--- config.mk ---
export PLATFORM = sky130hd
export DESIGN_NAME = write_rr_scheduler
export DESIGN_NICKNAME = d
export VERILOG_FILES = /design/src/rtl/write_arbiter_pkg.sv /design/src/rtl/write_rr_scheduler_rr_pick.sv /design/src/rtl/write_rr_scheduler.sv
export SDC_FILE = /design/constraint.sdc
export NUM_CORES = 1
export LEC_CHECK = 0
export CAP_MARGIN = 0
export CORE_ASPECT_RATIO = 1.1
export CORE_MARGIN = 4
export CORE_UTILIZATION = 45
export CTS_CLUSTER_SIZE = 12
export DETAILED_ROUTE_END_ITERATION = 8
export GPL_TIMING_DRIVEN = 0
export PLACE_DENSITY_LB_ADDON = 0.15
export SLEW_MARGIN = 20
export SYNTH_ARGS = -nofsm -noshare
export SYNTH_HDL_FRONTEND = slang
export SYNTH_SLANG_ARGS = --single-unit
--- constraint.sdc ---
create_clock -name clk -period 7.69 [get_ports clk]
set_input_delay 1.1535 -clock clk [delete_from_list [all_inputs] [get_ports clk]]
set_output_delay 1.1535 -clock clk [all_outputs]
set_load 0.02 [all_outputs]
--- src/rtl/write_arbiter_pkg.sv ---
// rtl/write_arbiter_pkg.sv - shared write-arbiter encodings and index helpers
package write_arbiter_pkg;

    localparam int SEL_W     = 4;
    localparam int MAX_PORTS = 16;

    typedef enum logic {
        ST_IDLE = 1'b0,
        ST_BUSY = 1'b1
    } sched_state_e;

    function automatic logic [MAX_PORTS-1:0] idx_to_onehot(input logic [SEL_W-1:0] idx);
        logic [MAX_PORTS-1:0] oh;
        oh      = '0;
        oh[idx] = 1'b1;
        return oh;
    endfunction

    function automatic logic [SEL_W-1:0] wrap_inc(input logic [SEL_W-1:0] idx, input int n);
        if (int'(idx) >= n - 1) begin
            return '0;
        end
        return idx + 1'b1;
    endfunction

endpackage

--- src/rtl/write_rr_scheduler_rr_pick.sv ---
// rtl/write_rr_scheduler_rr_pick.sv - rotate-priority finder: first unmasked requester at or after ptr
module rr_pick
    import write_arbiter_pkg::*;
#(
    parameter int N = 16
) (
    input  logic [N-1:0]     req_i,
    input  logic [SEL_W-1:0] ptr_i,
    input  logic [N-1:0]     excl_i,
    output logic             found_o,
    output logic [SEL_W-1:0] idx_o
);

    logic [N-1:0]     cand;
    logic [SEL_W-1:0] cidx;
    int               c;

    assign cand = req_i & ~excl_i;

    // Walk from the farthest offset down so the nearest hit to ptr is written last.
    always_comb begin
        found_o = 1'b0;
        idx_o   = '0;
        cidx    = '0;
        c       = 0;
        for (int k = N - 1; k >= 0; k--) begin
            c = int'(ptr_i) + k;
            if (c >= N) begin
                c = c - N;
            end
            cidx = SEL_W'(c);
            if (cand[cidx]) begin
                found_o = 1'b1;
                idx_o   = cidx;
            end
        end
    end

endmodule

--- src/rtl/write_rr_scheduler.sv ---
// rtl/write_rr_scheduler.sv - packet-locked round-robin write scheduler; WR_SCHED_TIMEOUT_EN adds a beat limit
module write_rr_scheduler
    import write_arbiter_pkg::*;
#(
    parameter int num_of_ports  = 16,
    parameter int max_pkt_beats = 64
) (
    input  logic                    clk,
    input  logic                    rst,
    input  logic [num_of_ports-1:0] wr_req,
    input  logic [num_of_ports-1:0] wr_last,
    input  logic                    sram_ready,
    output logic                    enable,
    output logic [SEL_W-1:0]        select,
    output logic [num_of_ports-1:0] grant_onehot,
    output logic                    beat_accept,
    output logic                    timeout_err
);

    sched_state_e            state_q;
    logic [SEL_W-1:0]        select_q;
    logic [SEL_W-1:0]        rr_ptr_q;
    logic [num_of_ports-1:0] grant_q;

    logic                    busy;
    logic                    timeout_fire;
    logic                    pkt_done;
    logic [SEL_W-1:0]        next_ptr;
    logic [SEL_W-1:0]        pick_ptr;
    logic [num_of_ports-1:0] pick_excl;
    logic                    pick_found;
    logic [SEL_W-1:0]        pick_idx;
    logic [MAX_PORTS-1:0]    sel_oh;
    logic [MAX_PORTS-1:0]    pick_oh;

    assign busy        = (state_q == ST_BUSY);
    assign beat_accept = busy & wr_req[select_q] & sram_ready & ~rst;
    assign pkt_done    = beat_accept & (wr_last[select_q] | timeout_fire);
    assign next_ptr    = wrap_inc(select_q, num_of_ports);
    assign sel_oh      = idx_to_onehot(select_q);
    assign pick_oh     = idx_to_onehot(pick_idx);

    // While busy, arbitration only matters on the finishing beat, so the finisher is masked out.
    assign pick_ptr  = busy ? next_ptr : rr_ptr_q;
    assign pick_excl = busy ? sel_oh[num_of_ports-1:0] : '0;

    rr_pick #(.N(num_of_ports)) u_rr_pick (
        .req_i   (wr_req),
        .ptr_i   (pick_ptr),
        .excl_i  (pick_excl),
        .found_o (pick_found),
        .idx_o   (pick_idx)
    );

`ifdef WR_SCHED_TIMEOUT_EN
    localparam int CNT_W = $clog2(max_pkt_beats) + 1;
    logic [CNT_W-1:0] cnt_q;
    logic             timeout_q;

    assign timeout_fire = beat_accept & ~wr_last[select_q] & (cnt_q == CNT_W'(max_pkt_beats - 1));
    assign timeout_err  = timeout_q;

    always_ff @(posedge clk) begin
        if (rst) begin
            cnt_q     <= '0;
            timeout_q <= 1'b0;
        end else begin
            timeout_q <= timeout_fire;
            if (!busy || pkt_done) begin
                cnt_q <= '0;
            end else if (beat_accept) begin
                cnt_q <= cnt_q + 1'b1;
            end
        end
    end
`else
    assign timeout_fire = (max_pkt_beats < 0);
    assign timeout_err  = 1'b0;
`endif

    always_ff @(posedge clk) begin
        if (rst) begin
            state_q  <= ST_IDLE;
            select_q <= '0;
            rr_ptr_q <= '0;
            grant_q  <= '0;
        end else begin
            case (state_q)
                ST_IDLE: begin
                    if (pick_found) begin
                        state_q  <= ST_BUSY;
                        select_q <= pick_idx;
                        grant_q  <= pick_oh[num_of_ports-1:0];
                    end
                end
                ST_BUSY: begin
                    if (pkt_done) begin
                        rr_ptr_q <= next_ptr;
                        if (pick_found) begin
                            select_q <= pick_idx;
                            grant_q  <= pick_oh[num_of_ports-1:0];
                        end else begin
                            state_q <= ST_IDLE;
                            grant_q <= '0;
                        end
                    end
                end
                default: begin
                    state_q <= ST_IDLE;
                    grant_q <= '0;
                end
            endcase
        end
    end

    assign enable       = busy;
    assign select       = select_q;
    assign grant_onehot = grant_q;

endmodule

==> results of run 1 <==
[final cells by class]
cell class,count,share of cell area (%)
repair buffers,55,11.2
plain buffers,27,3.95
multi-input cells,398,69.6
clock buffers,4,0.916
inverters,17,1.30
well taps,114,2.90
flip-flops and latches,25,10.2
[synthesized netlist by cell type (7+ instances only)]
master,count
o21ai_1,10
nand2_1,40
nor2_1,37
mux2_2,9
ha_1,11
mux2i_1,33
inv_1,11
o21ai_0,21
a31oi_1,7
nor3_1,12
a21oi_1,20
o211ai_1,17
a32o_1,8
mux4_2,28
nand3_1,10
dfxtp_1,25
buf_6,7
[layout by cell type (no fill, tap or decap), types with 10 or more instances in the layout]
| master | Yosys | final |
|---|---|---|
| o211ai_1 | 17 | 17 |
| o21ai_1 | 10 | 10 |
| nand2_1 | 40 | 40 |
| mux4_2 | 28 | 28 |
| dfxtp_1 | 25 | 25 |
| o21ai_0 | 21 | 21 |
| ha_1 | 11 | 11 |
| nor3_1 | 12 | 12 |
| nor2_1 | 37 | 37 |
| a21oi_1 | 20 | 20 |
| inv_1 | 11 | 11 |
| clkdlybuf4s50_1 | 0 | 55 |
| nand3_1 | 10 | 10 |
| mux2i_1 | 33 | 33 |
[flip-flops by register name, indices dropped and copies added, names as in the netlist]
signal / count
select: 4
rr_ptr_q: 4
enable: 1
grant_onehot: 16
[metal layers]
metal | track usage, % | up-vias
met3 | 2.24 | 38
met2 | 45.1 | 190
met4 | 11.6 | 0
met1 | 34.5 | 2057
li1 | - | 1964
met5 | 0 | -
[critical path, cell delays in order, from the launching register on]
cell and delay (ns):
dfxtp_1 0.41, buf_6 0.20, inv_2 0.08, ha_1 0.32, mux2i_4 0.40, clkbuf_1 0.61
ha_1 0.40, inv_1 0.29, mux4_2 0.65, mux2_2 0.37, mux2i_2 0.49, nor2_2 0.10
nand3_2 0.16, o31ai_4 0.14, a31oi_1 0.49, nand2b_1 0.22, o41ai_1 0.26
[path summary, 6_finish.rpt]
path,to,slack (ns)
worst max register to register,grant_onehot[14]$_SDFFE_PP0P_,2.00
worst min-delay path,grant_onehot[10]$_SDFFE_PP0P_,0.46
worst min register to register,grant_onehot[10]$_SDFFE_PP0P_,0.46
worst max-delay path,grant_onehot[14]$_SDFFE_PP0P_,2.00
[through the flow]
step                      instance area [um2]  hold WS, ns  worst slack (ns)  std cells  util, %
after floorplan                          4180        0.437              3.02        467        -
after global placement                   4870        0.439              2.13        636     54.3
after detailed placement                 4870        0.445              2.10        636     54.3
after CTS                                4920        0.464              2.05        640     54.8
after global routing                     4920        0.480              1.61        640     54.8
final                                    4920        0.462              2.00        640     54.8
[cells by family (layout without fill, tap and decap cells)]
| logic type | count (synthesis) | after routing | synth area share [%] |
|---|---|---|---|
| AO/OA/AOI/OAI | 154 | 154 | 28.3 |
| AND/OR/NAND/NOR | 143 | 143 | 17.7 |
| multiplexers | 75 | 75 | 27.5 |
| buffers and inverters | 44 | 103 | 6.17 |
| flip-flops | 25 | 25 | 12.0 |
| XOR/XNOR | 14 | 14 | 5.00 |
| adder cells (fa/ha/maj) | 11 | 11 | 3.29 |
| other | 1 | 1 | 0.0898 |
==> results.yml, run 1 <==
outcome:
  status: "finished clean"
drt:
  wl_met2_um: 6690
  met1_length_um: 5810
  routed_wl_um: 14200
  vias_per_cell: 6.64
  wl_per_cell_um: 22.2
  routed.top_layer: "met4"
  drc: 0
  detail-route-antenna-nets: 0
  met3WireLength_um: 1010
  drtIter0Drc: 345
  first_pass_iters: 5
  num_vias: 4249
cells_and_area:
  final_nets: 573
  seqCellArea_um2: 500
  multi_input_area_um2: 3420
  drive_above_1_share_pct: 20.0
  syn_to_final_growth_pct: 17.7
  fillers: 803
  num_antenna_cells: 0
timing:
  rsz0062_at_grt: "no"
  post-route-period-util_pct: 74.1
  skew_ns: 0.000741
  fin_crit_ns: 5.69
  hold_viol_final: 0
  maxSlewViolCount: 0
  worst_pin_slew_ns: 0.862
  final-setup-viol-count: 0
  fmax_ghz: 0.176
  max-slew-margin-rel_pct: 42.4
  tns_ns: 0
global_route:
  antenna_found_initial: 0
  grt_first_pass_wirelength_um: 23000
  grt_max_degree: 14
  track_usage_pct: 26.6
  grt_pass1_vias: 4298
  overflow: 0
worst_setup_path:
  cp-startpoint: "select[1]$_SDFFE_PP0P_"
  cp_max_fo: 13
  critPathCaptureType: "register"
  rr_worst_depth: 16
  critPathRequiredTime_ns: 7.86
  rr_startpoint: "select[1]$_SDFFE_PP0P_"
  startpoint_type: "register"
  worstSetupPathType: "reg -> reg"
  worst_ep_arrival_time_ns: 5.87
logic_synthesis:
  yosysSeqAreaShare_pct: 12.0
  syn_nets: 513
  synth_area_per_cell_um2: 8.95
  synth_top_area_share_pct: 15.1
  syn_inst: 467
  async_flop_share_pct: 0
  synth_edf_count: 0
  ys_ff_latch: 25
  synth_top_area_cell: "mux4_2"
  synth_cell_type_count: 89
  yosysWarningCount: 0
  yosys-top-cells-area: "mux4_2 (15%), dfxtp_1 (12%), mux2i_1 (7.9%)"
  synth_area_um2: 4180
  yosys_most_used_dff: "dfxtp_1"
cts:
  clockRootBuffer: "clkbuf_8"
  cts.clk_slew.worst_paths_ns: 0.08
  cts_tree: "done"
  numCtsBuffers: 3
  post-cts-setup-buffers: 0
  htreeDepth: 1
  clk_latency_ns: 0.27
  clock-sinks: 25
  hold_buffers: 0
  clock_path_buffers: 2
  cts_resized: 0
floorplanning:
  io_pins: 58
  initial_utilization_pct: 46.6
  core-area_um2: 8960
  chipHeight_um: 109
  row_count: 36
  die_w_um: 99.9
  dieArea_um2: 10900
place:
  io_buffer_count: 55
  gp_congestion: 0.972
  dpl.hpwl_um: 11500
worst_hold_path:
  hp-class: "reg -> reg"
  min_delay_path_depth: 2
  min-delay-start: "grant_onehot[10]$_SDFFE_PP0P_"
run:
  max-cap-violations: 0
Power of run 1 is not shown: default switching activity piles up to over one toggle a cycle in this logic, so the estimate is an artifact.
==> run 2, diff against run 1 <==
==> constraint.sdc (replaced) <==
create_clock -name clk -period 5.4 [get_ports clk]
set_input_delay 0.81 -clock clk [delete_from_list [all_inputs] [get_ports clk]]
set_output_delay 0.81 -clock clk [all_outputs]
set_load 0.02 [all_outputs]
==> results.yml, run 2 (synthesis gave the netlist of run 1 again) <==
timing:
  fin_crit_ns: 5.10
  fmax_ghz: 0.196
  hold_viol_final: 0
  final-setup-viol-count: 0
  tns_ns: 0
  rsz0062_at_grt: "no"
  worst_pin_slew_ns: 0.890
  max-slew-margin-rel_pct: 40.5
  post-route-period-util_pct: 94.5
  maxSlewViolCount: 0
  skew_ns: 0.000805
place:
  gp_congestion: 0.972
  dp_cells: 636
  dpl.hpwl_um: 11500
  io_buffer_count: 55
cells_and_area:
  fin_cells: 643
  seqCellArea_um2: 500
  syn_to_final_growth_pct: 19.2
  drive_above_1_share_pct: 21.9
  largest_reg_flops: 16
  fillers: 799
  final_common_cell: "clkdlybuf4s50_1"
  final_nets: 576
  layout_common_cells: "clkdlybuf4s50_1 (55), nand2_1 (40), nor2_1 (37)"
  multi_input_area_um2: 3440
  num_antenna_cells: 0
drt:
  routed_wl_um: 14300
  wl_per_cell_um: 22.2
  drtIter0Drc: 348
  num_vias: 4293
  first_pass_iters: 5
  detail-route-antenna-nets: 0
  vias_per_cell: 6.68
  drc: 0
floorplanning:
  dieArea_um2: 10900
  initial_utilization_pct: 46.6
  row_count: 36
  die_w_um: 99.9
  io_pins: 58
  chipHeight_um: 109
  core-area_um2: 8960
worst_setup_path:
  r2r_end: "grant_onehot[2]$_SDFFE_PP0P_"
  critPathCaptureType: "register"
  startpoint_type: "register"
  rr_worst_depth: 16
  cp-startpoint: "select[1]$_SDFFE_PP0P_"
  critPathRequiredTime_ns: 5.57
  worst_ep_arrival_time_ns: 5.27
  worstSetupPathType: "reg -> reg"
  rr_startpoint: "select[1]$_SDFFE_PP0P_"
  crit_end: "grant_onehot[2]$_SDFFE_PP0P_"
  rrSetupSlack_ns: 0.30
  cp_max_fo: 13
outcome:
  status: "finished clean"
cts:
  clock-sinks: 25
  cts.clk_slew.worst_paths_ns: 0.08
  clockRootBuffer: "clkbuf_8"
  clock_path_buffers: 2
  numCtsBuffers: 3
  clk_latency_ns: 0.27
  htreeDepth: 1
  hold_buffers: 0
  cts_tree: "done"
run:
  max-cap-violations: 0
global_route:
  track_usage_pct: 26.5
  overflow: 0
  antenna_found_initial: 0
  grt_pass1_vias: 4292
  grt_first_pass_wirelength_um: 22900
  grt_max_degree: 22
worst_hold_path:
  hp-class: "reg -> reg"
  min-delay-start: "grant_onehot[10]$_SDFFE_PP0P_"
  min_delay_path_depth: 2
-- run 2: cell count changes in the layout (fill, tap and decap cells not counted) --
cell        before  now
buf_4            6   11
buf_1            2    1
clkbuf_1         7    3
clkinvlp_4       0    1
clkbuf_4         0    1
a31oi_2          0    1
clkbuf_2         0    2
xnor2_1          6    5
inv_1           11   10
a31oi_1          7    6
xnor2_4          3    4
-- run 2: worst min path at each step --
stage / end / slack [ns]
finish: grant_onehot[10]$_SDFFE_PP0P_ / 0.46
global route: grant_onehot[14]$_SDFFE_PP0P_ / 0.48
floorplan: rr_ptr_q[3]$_SDFFE_PP0P_ / 0.44
global placement: grant_onehot[10]$_SDFFE_PP0P_ / 0.44
detailed placement: grant_onehot[2]$_SDFFE_PP0P_ / 0.44
CTS: grant_onehot[2]$_SDFFE_PP0P_ / 0.46
-- run 2: per-stage QoR --
| step | setup WS (ns) | hold slack [ns] | util [%] | cell area, um2 |
|---|---|---|---|---|
| 2_1_floorplan | 0.733 | 0.437 | - | 4180 |
| 3_3_place_gp | -0.163 | 0.439 | 54.3 | 4870 |
| 3_5_place_dp | -0.187 | 0.445 | 54.3 | 4870 |
| 4_1_cts | 0.0193 | 0.464 | 54.8 | 4910 |
| 5_1_grt | 0.0233 | 0.480 | 55.6 | 4980 |
| 6_report | 0.300 | 0.462 | 55.6 | 4980 |
-- run 2: critical path: stages (launching register included) --
cell	delay (ns)
dfxtp_1	0.41
buf_6	0.19
inv_2	0.08
ha_1	0.32
mux2i_4	0.31
clkbuf_4	0.33
ha_1	0.32
clkinvlp_4	0.20
mux4_2	0.62
mux2_2	0.37
mux2_4	0.34
o211ai_2	0.20
a31oi_1	0.08
o211ai_1	0.24
o211ai_1	0.28
or3_1	0.45
o41ai_1	0.25
-- run 2: final cells by class --
cell class | instances | area share (%)
plain buffers | 25 | 3.87
clock buffers | 4 | 0.904
inverters | 17 | 1.36
multi-input cells | 398 | 69.2
flip-flops and latches | 25 | 10.0
well taps | 114 | 2.86
repair buffers | 60 | 11.8
-- run 2: routing by layer --
layer	wire, um	track usage (%)
met2	6720	45.1
met4	738	11.4
met1	5870	34.3
met5	0	0
met3	951	2.18
-- run 2: timing repair --
| item | CTS | global route |
|---|---|---|
| pin swaps | 0 | 1 |
| gates resized for setup | 1 | 10 |
| buffers inserted | 0 | 5 |
| setup endpoints to repair | 16 | 20 |
Power of run 2 is left out for the same reason.
==> run 3, diff against run 2 <==
--- a/config.mk
+++ b/config.mk
@@ -9,7 +9,7 @@
 export CORE_ASPECT_RATIO = 1.1
 export CORE_MARGIN = 4
 export CORE_UTILIZATION = 45
-export CTS_CLUSTER_SIZE = 12
+export CTS_CLUSTER_SIZE = 28
 export DETAILED_ROUTE_END_ITERATION = 8
 export GPL_TIMING_DRIVEN = 0
 export PLACE_DENSITY_LB_ADDON = 0.15
==> results of run 3 <==
Same layout as run 2: the final DEF is identical, and so are final timing and power.
Power of run 3 is left out for the same reason.
